## config.mk

```make
export PLATFORM = sky130hd
export DESIGN_NAME = instr_fetch_unit_flat
export DESIGN_NICKNAME = d
export VERILOG_FILES = /design/src/rtl/instr_fetch_unit_pkg.sv /design/src/rtl/instr_fetch_unit_if.sv /design/src/rtl/instr_fetch_unit_fifo.sv /design/src/rtl/instr_fetch_unit.sv /design/src/flat_wrapper.sv
export SDC_FILE = /design/constraint.sdc
export NUM_CORES = 1
export LEC_CHECK = 0
export ABC_AREA = 1
export BUFFER_PORTS_ARGS = -buffer_cell sky130_fd_sc_hd__buf_2
export CAP_MARGIN = 30
export CORE_ASPECT_RATIO = 1.2
export CORE_MARGIN = 3
export CORE_UTILIZATION = 44
export CTS_BUF_LIST = sky130_fd_sc_hd__clkbuf_8
export DETAILED_ROUTE_END_ITERATION = 7
export PLACE_DENSITY = 0.66
export SYNTH_ARGS = -nofsm -noshare
export SYNTH_HDL_FRONTEND = slang
export SYNTH_SLANG_ARGS = --single-unit
export TNS_END_PERCENT = 1
```

## constraint.sdc

```tcl
create_clock -name clk -period 4.8 [get_ports clk]
set_clock_uncertainty 0.2 [all_clocks]
set_input_delay 0.48 -clock clk [delete_from_list [all_inputs] [get_ports clk]]
set_output_delay 0.48 -clock clk [all_outputs]
set_load 0.01 [all_outputs]
```

## src/rtl/instr_fetch_unit_pkg.sv

```systemverilog
// Shared types and constants for the instruction fetch slice.
// Latency: n/a (declarations only).
// Backpressure: n/a.
// Contents: default reset PC, canonical NOP, queue entry type, PC alignment helper.
package fetch_pkg;

  localparam logic [31:0] RESET_PC_DEFAULT = 32'h0000_0000;
  localparam logic [31:0] NOP_INSTR        = 32'h0000_0013;  // addi x0,x0,0

  typedef struct packed {
    logic [31:0] pc;
    logic [31:0] instr;
  } fetch_entry_t;

  // Fetch addresses are always word aligned; low bits of a target are dropped.
  function automatic logic [31:0] word_align(input logic [31:0] addr);
    return {addr[31:2], 2'b00};
  endfunction

endpackage

```

## src/rtl/instr_fetch_unit_if.sv

```systemverilog
// Bundles the imem request/response, redirect and decode handshakes of the fetch stage.
// Latency: n/a (wires only).
// Backpressure: imem_gnt stalls requests, id_ready stalls delivery to decode.
// Ports: master = fetch unit side, slave = memory/decode/branch side.
interface instr_fetch_unit_if;

  logic        imem_req;
  logic [31:0] imem_addr;
  logic        imem_gnt;
  logic        imem_rvalid;
  logic [31:0] imem_rdata;
  logic        redirect_valid;
  logic [31:0] redirect_pc;
  logic        id_valid;
  logic        id_ready;
  logic [31:0] id_instr;
  logic [31:0] id_pc;
  logic [24:0] id_imm;

  modport master (
    output imem_req, imem_addr, id_valid, id_instr, id_pc, id_imm,
    input  imem_gnt, imem_rvalid, imem_rdata, redirect_valid, redirect_pc, id_ready
  );

  modport slave (
    input  imem_req, imem_addr, id_valid, id_instr, id_pc, id_imm,
    output imem_gnt, imem_rvalid, imem_rdata, redirect_valid, redirect_pc, id_ready
  );

endinterface

```

## src/rtl/instr_fetch_unit_fifo.sv

```systemverilog
// In-order queue of fetched {pc, instr} entries.
// Latency: a push is visible at head the cycle after it is written.
// Backpressure: none internally; the caller never pushes when full or pops when empty.
// Ports: clk/reset, push + push_entry, pop, flush (beats push), count, empty, head.
module fetch_fifo
  import fetch_pkg::*;
#(
  parameter int DEPTH = 2
) (
  input  logic                     clk,
  input  logic                     reset,
  input  logic                     push,
  input  fetch_entry_t             push_entry,
  input  logic                     pop,
  input  logic                     flush,
  output logic [$clog2(DEPTH):0]   count,
  output logic                     empty,
  output fetch_entry_t             head
);

  localparam int AW = $clog2(DEPTH);

  fetch_entry_t mem [DEPTH];
  // One extra pointer bit distinguishes full from empty.
  logic [AW:0] wptr;
  logic [AW:0] rptr;

  always_ff @(posedge clk) begin
    if (reset || flush) begin
      wptr <= '0;
      rptr <= '0;
    end else begin
      if (push) wptr <= wptr + (AW+1)'(1);
      if (pop)  rptr <= rptr + (AW+1)'(1);
    end
  end

  always_ff @(posedge clk) begin
    if (push && !flush) mem[wptr[AW-1:0]] <= push_entry;
  end

  assign count = wptr - rptr;
  assign empty = (wptr == rptr);
  assign head  = mem[rptr[AW-1:0]];

endmodule

```

## src/rtl/instr_fetch_unit.sv

```systemverilog
// Fetch stage: owns the PC, issues imem word requests, queues responses for decode.
// Latency: gnt with req and rvalid one cycle later gives id_valid two cycles after the request.
// Backpressure: requests stop once queued + outstanding reaches FIFO_DEPTH; id_ready holds the head.
// Ports: clk, reset (sync, active high), bus (instr_fetch_unit_if.master).
module instr_fetch_unit
  import fetch_pkg::*;
#(
  parameter logic [31:0] RESET_PC   = RESET_PC_DEFAULT,
  parameter int          FIFO_DEPTH = 2
) (
  input  logic                clk,
  input  logic                reset,
  instr_fetch_unit_if.master  bus
);

  localparam int CW = $clog2(FIFO_DEPTH) + 1;

  logic [31:0]   fetch_pc;
  logic [31:0]   resp_pc;
  logic [31:0]   target;
  logic [CW-1:0] outstanding;
  logic [CW-1:0] outstanding_nxt;
  logic [CW-1:0] discard;
  logic [CW-1:0] count;
  logic [CW:0]   inflight;
  logic          empty;
  logic          issue;
  logic          drop;
  logic          push;
  logic          pop;
  fetch_entry_t  head;
  fetch_entry_t  push_entry;

  assign target = word_align(bus.redirect_pc);

  // Queue space is reserved at issue time, so a response can always be pushed.
  assign inflight     = {1'b0, count} + {1'b0, outstanding};
  assign bus.imem_req  = !reset && (inflight < (CW+1)'(FIFO_DEPTH));
  assign bus.imem_addr = fetch_pc;

  assign issue = bus.imem_req && bus.imem_gnt;
  assign drop  = (discard != '0);
  // A response arriving in the redirect cycle belongs to the old stream.
  assign push  = bus.imem_rvalid && !drop && !bus.redirect_valid;
  assign pop   = bus.id_valid && bus.id_ready;

  assign outstanding_nxt = outstanding + CW'(issue) - CW'(bus.imem_rvalid);

  always_ff @(posedge clk) begin
    if (reset) begin
      fetch_pc    <= RESET_PC;
      resp_pc     <= RESET_PC;
      outstanding <= '0;
      discard     <= '0;
    end else begin
      outstanding <= outstanding_nxt;
      if (bus.redirect_valid) begin
        // Everything still in flight after this cycle's accounting is stale.
        fetch_pc <= target;
        resp_pc  <= target;
        discard  <= outstanding_nxt;
      end else begin
        if (issue) fetch_pc <= fetch_pc + 32'd4;
        if (push)  resp_pc  <= resp_pc + 32'd4;
        if (bus.imem_rvalid && drop) discard <= discard - CW'(1);
      end
    end
  end

  assign push_entry = '{pc: resp_pc, instr: bus.imem_rdata};

  fetch_fifo #(
    .DEPTH (FIFO_DEPTH)
  ) u_fifo (
    .clk        (clk),
    .reset      (reset),
    .push       (push),
    .push_entry (push_entry),
    .pop        (pop),
    .flush      (bus.redirect_valid),
    .count      (count),
    .empty      (empty),
    .head       (head)
  );

  // An empty queue presents a NOP at the reset PC so decode never sees stale data.
  assign bus.id_valid = !empty;
  assign bus.id_instr = empty ? NOP_INSTR : head.instr;
  assign bus.id_pc    = empty ? RESET_PC  : head.pc;
  assign bus.id_imm   = bus.id_instr[31:7];

endmodule

```

## src/flat_wrapper.sv

```systemverilog
// flat-port wrapper written by rule: the top's interface ports become plain ports
module instr_fetch_unit_flat import fetch_pkg::*;
#(
  parameter logic [31:0] RESET_PC   = RESET_PC_DEFAULT,
  parameter int          FIFO_DEPTH = 2
)
  (clk, reset, bus_imem_req, bus_imem_addr, bus_id_valid, bus_id_instr, bus_id_pc, bus_id_imm, bus_imem_gnt, bus_imem_rvalid, bus_imem_rdata, bus_redirect_valid, bus_redirect_pc, bus_id_ready);
  instr_fetch_unit_if bus_i ();
  input  logic clk;
  input  logic reset;
  output wire logic [$bits(bus_i.imem_req)-1:0] bus_imem_req;
  output wire logic [$bits(bus_i.imem_addr)-1:0] bus_imem_addr;
  output wire logic [$bits(bus_i.id_valid)-1:0] bus_id_valid;
  output wire logic [$bits(bus_i.id_instr)-1:0] bus_id_instr;
  output wire logic [$bits(bus_i.id_pc)-1:0] bus_id_pc;
  output wire logic [$bits(bus_i.id_imm)-1:0] bus_id_imm;
  input wire logic [$bits(bus_i.imem_gnt)-1:0] bus_imem_gnt;
  input wire logic [$bits(bus_i.imem_rvalid)-1:0] bus_imem_rvalid;
  input wire logic [$bits(bus_i.imem_rdata)-1:0] bus_imem_rdata;
  input wire logic [$bits(bus_i.redirect_valid)-1:0] bus_redirect_valid;
  input wire logic [$bits(bus_i.redirect_pc)-1:0] bus_redirect_pc;
  input wire logic [$bits(bus_i.id_ready)-1:0] bus_id_ready;
  assign bus_imem_req = bus_i.imem_req;
  assign bus_imem_addr = bus_i.imem_addr;
  assign bus_id_valid = bus_i.id_valid;
  assign bus_id_instr = bus_i.id_instr;
  assign bus_id_pc = bus_i.id_pc;
  assign bus_id_imm = bus_i.id_imm;
  assign bus_i.imem_gnt = bus_imem_gnt;
  assign bus_i.imem_rvalid = bus_imem_rvalid;
  assign bus_i.imem_rdata = bus_imem_rdata;
  assign bus_i.redirect_valid = bus_redirect_valid;
  assign bus_i.redirect_pc = bus_redirect_pc;
  assign bus_i.id_ready = bus_id_ready;
  instr_fetch_unit #(.RESET_PC(RESET_PC), .FIFO_DEPTH(FIFO_DEPTH)) u_core (.clk(clk), .reset(reset), .bus(bus_i));
endmodule
```

==> out/qor.csv, run 1 <==
stage;metric;value;unit
grt;grt_overflow_total;0;
yosys;async_flop_share;0;%
cts;post-cts-setup-buffer-count;0;
cells_and_area;instances_no_fill;1583;
cts;cts_buffers;17;
sta;fin_ws;1.53;ns
floorplan;design.core.area;0.0218;sq mm
routing;route.detailed.drc;0;
floorplan;row_count;59;
power_and_ir_drop;cellPowerDensity;289;mW/mm^2
sta;drv_slew;0;
setup_path;ff2ff_setup_slack;1.63;ns
placed_design;detailed_place_hpwl;16700;um
routing;drt_first_iter_violations;393;
cells_and_area;drive_gt1_share;25.4;%
cts;cts.sinks;193;
yosys;ys.flop_type;edfxtp_1;
power_and_ir_drop;ir_drop;0.167;mV
power_and_ir_drop;finalPower;0.00330;W
floorplan;ios;193;
sta;tns;0;ns
yosys;synth_seq_area_share;52.3;%
setup_path;r2r_end;u_core.bus.imem_addr[18]$_SDFFE_PP0P_;
sta;slew_headroom;42.1;%
routing;firstDrtPassIters;5;
setup_path;arrival;2.59;ns
grt;grt_max_degree;66;
cells_and_area;area_growth;17.0;%
cells_and_area;mostFrequentLayoutCell;nand2_1;
sta;setup_viol;0;
floorplan;fp.dieArea;0.0240;sq mm
yosys;synth_top_area_share;38.1;%
placed_design;place.gp.congestion;0.929;
routing;drt-total-wl;23800;um
yosys;synth_area_leaders;edfxtp_1 38%, dfxtp_1 14%, nand2_1 12%, mux2_2 6.8%, inv_1 5.7%;
routing;wl_per_cell;15.0;um
sta;hold_viol;0;
setup_path;reg2reg_depth;13;
setup_path;rr_startpoint;u_core.u_fifo.wptr[0]$_SDFFE_PP0P_;
yosys;synth.largest_area_cell;edfxtp_1;
cts;clkLatencyLatePin;0.47;ns
cells_and_area;diodes;0;
yosys;synthCells;1112;
sta;worst_slew_pin_slew;0.868;ns
cells_and_area;final_cell_mix;307 x nand2_1, 186 x buf_2, 150 x inv_1;
cts;cts_max_path_buffers;2;
cts;htree_levels;4;
floorplan;die_h;169;um
yosys;synth_edf_count;124;
yosys;synth_area;0.00977;sq mm
routing;vias;7832;
placed_design;port_buffers;186;
cells_and_area;utilization;52.5;%
yosys;ys_types;36;
power_and_ir_drop;p_leak;5.13;nW
grt;gr-usage-all-layers;19.5;%
setup_path;required;4.12;ns
sta;rsz0062_at_grt;no;
floorplan;die_w;142;um
sta;layout_min_cycle_time;3.27;ns
floorplan;start_util;44.9;%
placed_design;placed_cells;1520;
placed_design;dp_slack;1.64;ns
setup_path;critPathMaxFanout;34;
sta;fmax;306;MHz
yosys;synth.avg_cell_area;8.79;sq um
worst_hold_path;hp-class;in2reg;
yosys;synth-seq-cells;193;
cells_and_area;nNetsFinal;1374;
yosys;ys_warn_count;0;
cts;cts_tree;built;
routing;ant_nets;0;
cts;path_clk_slew;0.11;ns
setup_path;start_kind;flop;
grt;antenna_found_initial;0;
run_status;status;completed;
cts;postCtsHoldBufs;32;
grt;grt_pass1_wl;37500;um
setup_path;critPathLaunch;u_core.u_fifo.wptr[0]$_SDFFE_PP0P_;
cts;cts_root_buffer;clkbuf_8;
setup_path;path_class;reg2out;
flow_run;cap_violations;0;
cts;cts_resized;0;
grt;grt_pass1_vias;7605;
setup_path;crit_end;bus_id_pc[23];
sta;min_period_over_period;68.2;%
setup_path;cp-end-kind;primary output;
routing;routed_via_density;4.95;
## registers in the layout (all words and copies together) (netlist names), named ones only
signal                count
u_core.outstanding        2
u_core.u_fifo.rptr        2
u_core.discard            2
u_core.u_fifo.mem       124
u_core.bus.imem_addr     30
u_core.resp_pc           30
u_core.u_fifo.wptr        2
## layer usage
layer	part of all wire (%)	up-vias	GRT usage [%]
met5	0	-	0
met4	2.0	0	6.01
met3	7.1	34	4.20
met1	43	3570	24.8
li1	-	3922	-
met2	48	306	33.1
## synth_stat cells (all sizes together), types with 2 or more instances
master  instances
nand2         322
and2            2
mux2           59
o21ai          41
xor2           13
nand3          54
or2             3
xnor2           8
o211ai          5
inv           153
edfxtp        124
nor2          109
dfxtp          69
nor3            4
a31oi          14
nand3b          3
a21oi          54
buf            45
clkbuf         17
ha              6
## cell families after synthesis
| logic type | share of synthesized area [%] |
|---|---|
| xor gates and xnor gates | 1.88 |
| AOI/OAI and AO/OA | 6.48 |
| muxes | 6.80 |
| other | 0.0384 |
| DFF | 52.3 |
| buffers and inverters | 9.70 |
| adders and majority gates | 0.973 |
| and+or+nand+nor | 21.9 |
## metrics by stage
step | hold slack, ns | cell area [sq um]
after detailed placement | 0.272 | 10800
after global routing | 0.0484 | 11400
after floorplan | 0.248 | 9780
final | 0.0575 | 11400
after global placement | 0.263 | 10800
after CTS | 0.0335 | 11400
## area by class of cell
cell class	count	area [sq um]
clock buffer	17	234
clock inverter	14	108
fill	2080	10300
inverter	153	574
multi-input combinational	707	3750
sequential	193	5110
tap	274	343
timing repair buffer	225	1320
## how the worst min path moves through the flow
stage,from,cells past startpoint,to,slack (ns)
after floorplan,u_core.resp_pc[31]$_SDFFE_PP0P_,0,u_core.u_fifo.mem[0][63]$_DFFE_PP_,0.25
after global placement,u_core.u_fifo.rptr[1]$_SDFFE_PP0P_,2,u_core.u_fifo.rptr[1]$_SDFFE_PP0P_,0.26
after detailed placement,u_core.u_fifo.rptr[1]$_SDFFE_PP0P_,2,u_core.u_fifo.rptr[1]$_SDFFE_PP0P_,0.27
after CTS,bus_redirect_pc[27],3,u_core.resp_pc[27]$_SDFFE_PP0P_,0.03
after global routing,bus_redirect_pc[27],3,u_core.resp_pc[27]$_SDFFE_PP0P_,0.05
final,bus_redirect_pc[27],3,u_core.resp_pc[27]$_SDFFE_PP0P_,0.06
## worst max-delay path: stages, from the launching register on
cell	delay, ns
dfxtp_1	0.38
inv_1	0.12
ha_1	0.34
nand2_2	0.51
buf_4	0.45
nand2_1	0.13
inv_1	0.06
buf_2	0.12
## power breakdown
| group | leakage (nW) | switching [W] | total [W] | internal, W |
|---|---|---|---|---|
| logic | 3.25 | 0.000254 | 0.000420 | 0.000166 |
| clock network | 0.165 | 0.000595 | 0.000958 | 0.000362 |
| registers | 1.71 | 0.0000672 | 0.00192 | 0.00186 |
| total | 5.13 | 0.000916 | 0.00330 | 0.00238 |
Power figures use the tool's default switching activity.
==> run 2: changes to the inputs <==
--- a/config.mk
+++ b/config.mk
@@ -13,7 +13,7 @@
 export CORE_UTILIZATION = 44
 export CTS_BUF_LIST = sky130_fd_sc_hd__clkbuf_8
 export DETAILED_ROUTE_END_ITERATION = 7
-export PLACE_DENSITY = 0.66
+export PLACE_DENSITY = 0.69
 export SYNTH_ARGS = -nofsm -noshare
 export SYNTH_HDL_FRONTEND = slang
 export SYNTH_SLANG_ARGS = --single-unit
==> constraint.sdc (replaced) <==
create_clock -name clk -period 2.7 [get_ports clk]
set_clock_uncertainty 0.2 [all_clocks]
set_input_delay 0.27 -clock clk [delete_from_list [all_inputs] [get_ports clk]]
set_output_delay 0.27 -clock clk [all_outputs]
set_load 0.01 [all_outputs]
==> out/qor.csv, run 2 (synthesized netlist as in run 1, its figures left out) <==
stage;metric;value;unit
sta;fmax;381;MHz
cts;cts_max_path_buffers;2;
power_and_ir_drop;cellPowerDensity;523;mW/mm^2
grt;grt_pass1_vias;7671;
routing;wl_per_cell;14.4;um
sta;hold_viol;0;
sta;layout_min_cycle_time;2.62;ns
routing;route.detailed.drc;0;
setup_path;cp-end-kind;primary output;
routing;vias;7996;
power_and_ir_drop;finalPower;0.00626;W
power_and_ir_drop;p_leak;5.37;nW
routing;drt-total-wl;23400;um
placed_design;dpl-instance-area;0.0109;sq mm
floorplan;ios;193;
grt;grt_pass1_wl;37400;um
setup_path;required;2.23;ns
cts;htree_levels;4;
floorplan;die_h;169;um
cells_and_area;final_cell_mix;306 x nand2_1, 185 x buf_2, 148 x inv_1;
setup_path;start_kind;flop;
grt;antenna_found_initial;0;
flow_run;cap_violations;0;
cts;cts.sinks;193;
sta;rsz0062_at_grt;no;
power_and_ir_drop;ir_drop;0.338;mV
run_status;status;completed;
floorplan;die_w;142;um
cells_and_area;utilization;55.0;%
setup_path;critPathMaxFanout;2;
cells_and_area;fin_area;0.0120;sq mm
cts;cts_root_buffer;clkbuf_8;
cts;cts_buffers;17;
cells_and_area;instances_no_fill;1623;
routing;drt_first_iter_violations;365;
grt;grt_overflow_total;0;
floorplan;row_count;59;
sta;hold_slack;0.0254;ns
routing;routed_via_density;4.93;
sta;worst_slew_pin_slew;0.688;ns
cells_and_area;area_growth;22.7;%
cells_and_area;mostFrequentLayoutCell;nand2_1;
routing;ant_nets;0;
grt;gr-usage-all-layers;19.4;%
cells_and_area;multi_input_area;0.00378;sq mm
placed_design;placed_cells;1530;
grt;grt_max_degree;66;
placed_design;port_buffers;186;
routing;firstDrtPassIters;4;
setup_path;arrival;2.15;ns
cts;path_clk_slew;0.09;ns
cells_and_area;diodes;0;
cells_and_area;drive_gt1_share;26.1;%
floorplan;fp.dieArea;0.0240;sq mm
sta;slew_headroom;54.1;%
worst_hold_path;hp-class;in2reg;
cells_and_area;regArea;0.00511;sq mm
cts;clkLatencyLatePin;0.47;ns
sta;min_period_over_period;97.1;%
cells_and_area;largest_register_ffs;124;
floorplan;design.core.area;0.0218;sq mm
setup_path;path_class;reg2out;
cells_and_area;fillers;2018;
placed_design;detailed_place_hpwl;16200;um
sta;drv_slew;0;
floorplan;start_util;44.9;%
cells_and_area;nNetsFinal;1413;
sta;setup_viol;0;
placed_design;place.gp.congestion;0.935;
cts;cts_tree;built;
[run 2: cell types whose count changed in the layout (fill, tap and decap cells not counted), sizes merged]
cell         previous run  this run
clkinvlp                4         2
buf                   193       204
inv                   159       158
bufinv                  0         3
clkinv                  4         5
dlygate4sd3            32        60
[run 2: stage by stage]
| step | setup TNS, ns | setup slack [ns] |
|---|---|---|
| 2_1_floorplan | -28.75 | -0.459 |
| 3_5_place_dp | 0 | 0.0184 |
| 6_report | 0 | 0.0785 |
| 4_1_cts | 0 | 0.0466 |
| 3_3_place_gp | 0 | 0.0515 |
| 5_1_grt | 0 | 0.00368 |
[run 2: worst paths after layout]
kind                                                         start                                    end  slack (ns)  depth (start not counted)
worst max register to register  u_core.u_fifo.rptr[0]$_SDFFE_PP0P_         u_core.discard[0]$_SDFFE_PP0P_        0.15                         10
worst min-delay path                           bus_redirect_pc[24]  u_core.bus.imem_addr[24]$_SDFFE_PP0P_        0.03                          5
worst max-delay path            u_core.u_fifo.rptr[0]$_SDFFE_PP0P_                           bus_imem_req        0.08                          6
worst min register to register  u_core.u_fifo.rptr[1]$_SDFFE_PP0P_     u_core.u_fifo.rptr[1]$_SDFFE_PP0P_        0.31                          2
[run 2: area by class of cell]
class	count	area share, %
clock inverter	15	1.65
sequential	193	42.6
tap	274	2.86
timing repair buffer	264	14.6
clock buffer	17	1.95
multi-input combinational	707	31.5
inverter	153	4.79
[run 2: what timing repair did]
action	CTS	global route
setup endpoints to repair	1	7
hold buffers	60	0
endpoints found under the hold margin	114	0
gates resized for setup	8	2
pin swaps	2	3
setup buffers	1	1
[run 2: worst max-delay path: stages, from the launching register on]
cell     delay (ns)
dfxtp_4        0.36
ha_4           0.23
or2_4          0.24
fa_1           0.50
nand2_2        0.07
nor2_4         0.16
buf_6          0.13
[run 2: power breakdown]
part	internal (W)	switching, W	total (W)
Combinational	0.000356	0.000459	0.000815
Sequential	0.00330	0.000121	0.00342
Clock	0.000942	0.00109	0.00203
Total	0.00459	0.00167	0.00626
[run 2: layer usage]
| metal | wire length [um] | track usage, % |
|---|---|---|
| met1 | 10200 | 24.9 |
| met2 | 11200 | 32.7 |
| met3 | 1440 | 3.30 |
| met4 | 546 | 7.55 |
| met5 | 0 | 0 |
